## src/rtl/uart_receiver.sv

```systemverilog
// uart_receiver: 8N1 UART receive stage with 16x oversampling, 3-sample
// majority vote at mid-bit, framing/overrun detection and a valid/ready
// output handshake.
// Optional: define UART_RX_PARITY_EN to add an even-parity bit between the
// data bits and the stop bit (parity_err reports mismatches).
module uart_receiver #(
  parameter int unsigned CLK_FREQ  = 10_000_000,
  parameter int unsigned BAUD_RATE = 9600,
  parameter int unsigned OVS_DIV   = CLK_FREQ / (BAUD_RATE * 16)
) (
  input  logic       clk,
  input  logic       rst_n,
  input  logic       rx,
  output logic [7:0] rx_data,
  output logic       rx_valid,
  input  logic       rx_ready,
  output logic       frame_err,
  output logic       overrun_err,
  output logic       parity_err,
  output logic       busy
);

  localparam int unsigned PRESC_W = $clog2(OVS_DIV);
  localparam logic [PRESC_W-1:0] PRESC_MAX = PRESC_W'(OVS_DIV - 1);

  typedef enum logic [2:0] {
    S_IDLE,
    S_START,
    S_DATA,
    S_PARITY,
    S_STOP
  } state_t;

  state_t state, state_nxt;

  logic               rx_meta, rx_s;
  logic [1:0]         warm;
  logic               armed;
  logic [PRESC_W-1:0] presc;
  logic [3:0]         samp;
  logic [2:0]         bit_idx;
  logic [7:0]         shift_q;
  logic               s7, s8;

  logic tick_c, mid_c, end_c, maj_c;
  logic start_c, shift_c, load_c, frame_c, overrun_c;
`ifdef UART_RX_PARITY_EN
  logic par_q, par_cap_c, parity_c, par_bad_c;
`endif

  assign tick_c = (state != S_IDLE) && (presc == PRESC_MAX);
  assign mid_c  = tick_c && (samp == 4'd9);
  assign end_c  = tick_c && (samp == 4'd15);
  assign maj_c  = (s7 & s8) | (s7 & rx_s) | (s8 & rx_s);
`ifdef UART_RX_PARITY_EN
  assign par_bad_c = ^{shift_q, par_q};
`endif

  // Two-flop synchroniser; warm marks when rx_s reflects the real line
  always_ff @(posedge clk or negedge rst_n) begin
    if (!rst_n) begin
      rx_meta <= 1'b1;
      rx_s    <= 1'b1;
      warm    <= 2'b00;
    end else begin
      rx_meta <= rx;
      rx_s    <= rx_meta;
      warm    <= {warm[0], 1'b1};
    end
  end

  // Arm start detection only after the line has been seen high in IDLE
  always_ff @(posedge clk or negedge rst_n) begin
    if (!rst_n) begin
      armed <= 1'b0;
    end else if (start_c || (state != S_IDLE)) begin
      armed <= 1'b0;
    end else if (warm[1] && rx_s) begin
      armed <= 1'b1;
    end
  end

  // FSM state register
  always_ff @(posedge clk or negedge rst_n) begin
    if (!rst_n) state <= S_IDLE;
    else        state <= state_nxt;
  end

  // Next-state and per-cycle event decode
  always_comb begin
    state_nxt = state;
    start_c   = 1'b0;
    shift_c   = 1'b0;
    load_c    = 1'b0;
    frame_c   = 1'b0;
    overrun_c = 1'b0;
`ifdef UART_RX_PARITY_EN
    par_cap_c = 1'b0;
    parity_c  = 1'b0;
`endif
    case (state)
      S_IDLE: begin
        if (armed && !rx_s) begin
          start_c   = 1'b1;
          state_nxt = S_START;
        end
      end
      S_START: begin
        if (mid_c && maj_c)  state_nxt = S_IDLE;
        else if (end_c)      state_nxt = S_DATA;
      end
      S_DATA: begin
        if (mid_c) shift_c = 1'b1;
        if (end_c && (bit_idx == 3'd7)) begin
`ifdef UART_RX_PARITY_EN
          state_nxt = S_PARITY;
`else
          state_nxt = S_STOP;
`endif
        end
      end
`ifdef UART_RX_PARITY_EN
      S_PARITY: begin
        if (mid_c) par_cap_c = 1'b1;
        if (end_c) state_nxt = S_STOP;
      end
`endif
      S_STOP: begin
        if (mid_c) begin
          state_nxt = S_IDLE;
          if (!maj_c)                      frame_c   = 1'b1;
`ifdef UART_RX_PARITY_EN
          else if (par_bad_c)              parity_c  = 1'b1;
`endif
          else if (rx_valid && !rx_ready)  overrun_c = 1'b1;
          else                             load_c    = 1'b1;
        end
      end
      default: state_nxt = S_IDLE;
    endcase
  end

  // Prescaler, sample counter, bit index and majority sample capture
  always_ff @(posedge clk or negedge rst_n) begin
    if (!rst_n) begin
      presc   <= '0;
      samp    <= 4'd0;
      bit_idx <= 3'd0;
      s7      <= 1'b0;
      s8      <= 1'b0;
    end else begin
      if (state == S_IDLE || tick_c) presc <= '0;
      else                           presc <= presc + PRESC_W'(1);
      if (state == S_IDLE)  samp <= 4'd0;
      else if (tick_c)      samp <= samp + 4'd1;
      if (state == S_START)             bit_idx <= 3'd0;
      else if (state == S_DATA && end_c) bit_idx <= bit_idx + 3'd1;
      if (tick_c && samp == 4'd7) s7 <= rx_s;
      if (tick_c && samp == 4'd8) s8 <= rx_s;
    end
  end

  // Data shift register, LSB received first
  always_ff @(posedge clk or negedge rst_n) begin
    if (!rst_n)       shift_q <= 8'h00;
    else if (shift_c) shift_q <= {maj_c, shift_q[7:1]};
  end

`ifdef UART_RX_PARITY_EN
  // Parity bit capture and mismatch pulse
  always_ff @(posedge clk or negedge rst_n) begin
    if (!rst_n) begin
      par_q      <= 1'b0;
      parity_err <= 1'b0;
    end else begin
      if (par_cap_c) par_q <= maj_c;
      parity_err <= parity_c;
    end
  end
`else
  assign parity_err = 1'b0;
`endif

  // Output byte, handshake and status registers; a load beats a consume
  always_ff @(posedge clk or negedge rst_n) begin
    if (!rst_n) begin
      rx_data     <= 8'h00;
      rx_valid    <= 1'b0;
      frame_err   <= 1'b0;
      overrun_err <= 1'b0;
      busy        <= 1'b0;
    end else begin
      if (load_c) begin
        rx_data  <= shift_q;
        rx_valid <= 1'b1;
      end else if (rx_valid && rx_ready) begin
        rx_valid <= 1'b0;
      end
      frame_err   <= frame_c;
      overrun_err <= overrun_c;
      busy        <= (state_nxt != S_IDLE);
    end
  end

endmodule

```

## config.mk

```make
export PLATFORM = sky130hd
export DESIGN_NAME = uart_receiver
export DESIGN_NICKNAME = d
export VERILOG_FILES = /design/src/rtl/uart_receiver.sv
export SDC_FILE = /design/constraint.sdc
export NUM_CORES = 1
export LEC_CHECK = 0
export BUFFER_PORTS_ARGS = -buffer_cell sky130_fd_sc_hd__buf_2
export CAP_MARGIN = 20
export CORE_UTILIZATION = 60
export CTS_BUF_LIST = sky130_fd_sc_hd__clkbuf_4 sky130_fd_sc_hd__clkbuf_8
export DETAILED_ROUTE_END_ITERATION = 8
export PLACE_DENSITY = 0.8
export SKIP_CTS_REPAIR_TIMING = 1
export SLEW_MARGIN = 20
export SYNTH_ARGS = -nofsm -noshare
export SYNTH_HDL_FRONTEND = slang
export SYNTH_SLANG_ARGS = --single-unit
```

## constraint.sdc

```tcl
create_clock -name clk -period 2.25 [get_ports clk]
set_input_delay 0.45 -clock clk [delete_from_list [all_inputs] [get_ports clk]]
set_output_delay 0.45 -clock clk [all_outputs]
set_load 0.05 [all_outputs]
```

==> flow_summary.ini <==
[sta]
drv_slew = 0
hold_viol_final = 0
relSlewSlack_pct = 56.52
period_share_pct = 87.14
fmax_mhz = 510.0
finalSetupViolCount = 0
tns_ns = 0
period_minus_slack_ns = 1.961
tightest_slew_ns = 0.6508
final.setup_skew_ns = 0.01065
rsz0062_at_grt = false

[drt]
wire_per_inst_um = 14.08
route.met2.wl_um = 1526
wl_met1_um = 1410
drt-vias-per-instance = 5.434
routed_wl_um = 3112
drt-initial-drc-count = 39
vias = 1201
drt-pass1-iter-count = 5
top_layer = met4
ant_nets = 0
dr_wl_met3_um = 105
drc = 0

[worst_setup_path]
crit_chain = inv_1 > ha_1 > and3b_1 > nand2_1 > nor3_4 > mux2_2
critical-path-top-delay-family = simple AND/OR/NAND/NOR gates
cp-end-kind = flop
start_kind = flop
cp.required_ns = 2.49
critical_path_class = reg2reg
arrival_ns = 2.20
critical-path-max-stage-delay_ns = 0.42
path_buf_inv = 1
cp_slowest_cell = dfrtp_1
critPathMaxFanout = 8

[status]
status = finished, final reports clean

[global_route]
gr-total-overflow = 0
grt_first_pass_wirelength_um = 5009
grt_pass1_vias = 1160
grt_use_total_pct = 20.32
grt_antenna_before_repair = 0
grt_max_degree = 45

[worst_hold_path]
min_path_type = in2async

[layout]
diodes = 0
syn2layout_area_growth_pct = 12.47
final_common_cell = dfrtp_1
drive_gt1_share_pct = 31.07
layout_common_cells = dfrtp_1, mux2_2, nor2_1, buf_2, nand2_1
final_util_pct = 70.98
layout.nets = 187

[power]
ir_drop_mv = 0.5089
power.density_nw_per_um2 = 758.7
power_switching_share_pct = 25.86
power_switching_mw = 0.4252
p_int_mw = 1.219
power_frac_comb_pct = 13.9
seq_power_share_pct = 54.3
p_leak_nw = 1.096
pwr-share-clk_pct = 31.8

[clocking]
clock_sinks = 44
clk_pin_slew_ns = 0.12
cts_buffers = 5
clk_latency_ns = 0.34
htreeDepth = 2
clockRootBuffer = clkbuf_4
cts_tree = done
clockBufferDepth = 2

[placement]
place.port_buffers = 15
hpwlAfterDp_um = 2274
place.gp.congestion = 0.7598

[die]
dieWidth_um = 58.67
die_h_um = 58.67
coreArea_um2 = 3053
rows = 20
dieArea_um2 = 3442
start_util_pct = 63.11
ios = 17

[logic_synthesis]
syn_nets = 165
synthesis.area_um2 = 1927
ys_warn_count = 0
ys_ff_latch = 44
synth_cells = 154
syn_area_per_cell_um2 = 12.51
ys_seq_area_share_pct = 57.27
ys_types = 35

[job]
cap_violations = 0
==> routing by layer <==
metal  up-vias  GRT usage (%)
met2        22          34.48
li1        571              -
met1       598          23.87
met4         0          10.54
met5         -              0
met3        10          5.275
==> cells in the mapped netlist, drive strengths merged <==
library cell / n / area (um^2)
dfrtp: 42 / 1051
mux2: 18 / 202.7
nor2: 15 / 56.30
nand2: 10 / 45.04
nand3: 8 / 52.55
ha: 7 / 87.58
xor2: 6 / 52.55
and3: 5 / 33.78
inv: 5 / 18.77
nor3: 4 / 31.28
buf: 3 / 20.01
nand4: 3 / 18.77
nor3b: 3 / 32.53
o21ai: 3 / 15.01
xnor2: 3 / 26.28
a21oi: 2 / 10.01
conb: 2 / 7.510
dfstp: 2 / 52.55
mux2i: 2 / 20.02
nand3b: 2 / 15.01
a31oi: 1 / 6.260
a32o: 1 / 10.01
and2: 1 / 7.510
and3b: 1 / 8.760
and4bb: 1 / 16.27
maj3: 1 / 10.01
nand2b: 1 / 6.260
nor4: 1 / 6.260
or3: 1 / 6.260
==> final cells by class <==
class,instances,area (um^2)
well taps,44,55.05
flip-flops and latches,44,1104
fillers,224,885.9
clock buffers,7,65.06
multi-input cells,102,784.5
clock inverters,1,30.03
inverters,5,18.77
repair buffers,18,110.1
==> power groups by stage <==
stage                     clock, mW  combinational, mW  sequential [mW]
final                         0.523              0.228            0.893
after global routing          0.565              0.258            0.903
after CTS                     0.534              0.229            0.893
after detailed placement          0              0.228            0.908
after global placement            0              0.220            0.902
after floorplan                   0              0.125            0.922
==> registers in the layout, summed over array words and instances (netlist names) <==
| register | count |
|---|---|
| state | 3 |
| armed | 1 |
| samp | 4 |
| busy | 1 |
| bit_idx | 3 |
| rx_meta | 1 |
| frame_err | 1 |
| presc | 7 |
| shift_q | 8 |
| s8 | 1 |
| warm | 2 |
| overrun_err | 1 |
| s7 | 1 |
| rx_valid | 1 |
| rx_s | 1 |
| rx_data | 8 |
==> path summary, 6_finish.rpt <==
path,start,cells past startpoint,endpoint,slack (ns)
max in group asynchronous,rst_n,2,rx_meta$_DFF_PN1_,1.93
setup reg to reg,samp[1]$_DFFE_PN0N_,6,rx_data[3]$_DFFE_PN0P_,0.29
hold / removal,rst_n,2,shift_q[0]$_DFFE_PN0P_,0.07
min in group clk,rx,1,rx_meta$_DFF_PN1_,0.19
setup / recovery,samp[1]$_DFFE_PN0N_,6,rx_data[3]$_DFFE_PN0P_,0.29
hold reg to reg,warm[0]$_DFF_PN0_,0,warm[1]$_DFF_PN0_,0.36
==> through the flow <==
step / setup slack [ns] / instance area (um^2) / power [mW] / hold slack (ns) / std cells
after CTS: 0.2616 / 2167 / 1.657 / 0.06477 / 221
after floorplan: 0.4728 / 1927 / 1.047 / 0.1544 / 154
after global routing: 0.1688 / 2167 / 1.726 / 0.06853 / 221
after detailed placement: 0.2706 / 2072 / 1.136 / 0.3373 / 213
final: 0.2894 / 2167 / 1.644 / 0.06579 / 221
after global placement: 0.3283 / 2072 / 1.123 / 0.3466 / 213
==> kinds of logic after synthesis <==
| family | after synthesis | synth area share [%] |
|---|---|---|
| buffers and inverters | 8 | 2.013 |
| xor gates and xnor gates | 9 | 4.091 |
| adders and majority gates | 8 | 5.065 |
| and+or+nand+nor | 56 | 17.47 |
| muxes | 20 | 11.56 |
| AOI/OAI and AO/OA | 7 | 2.143 |
| other | 2 | 0.3898 |
| DFF | 44 | 57.27 |
Power figures use the tool's default switching activity.
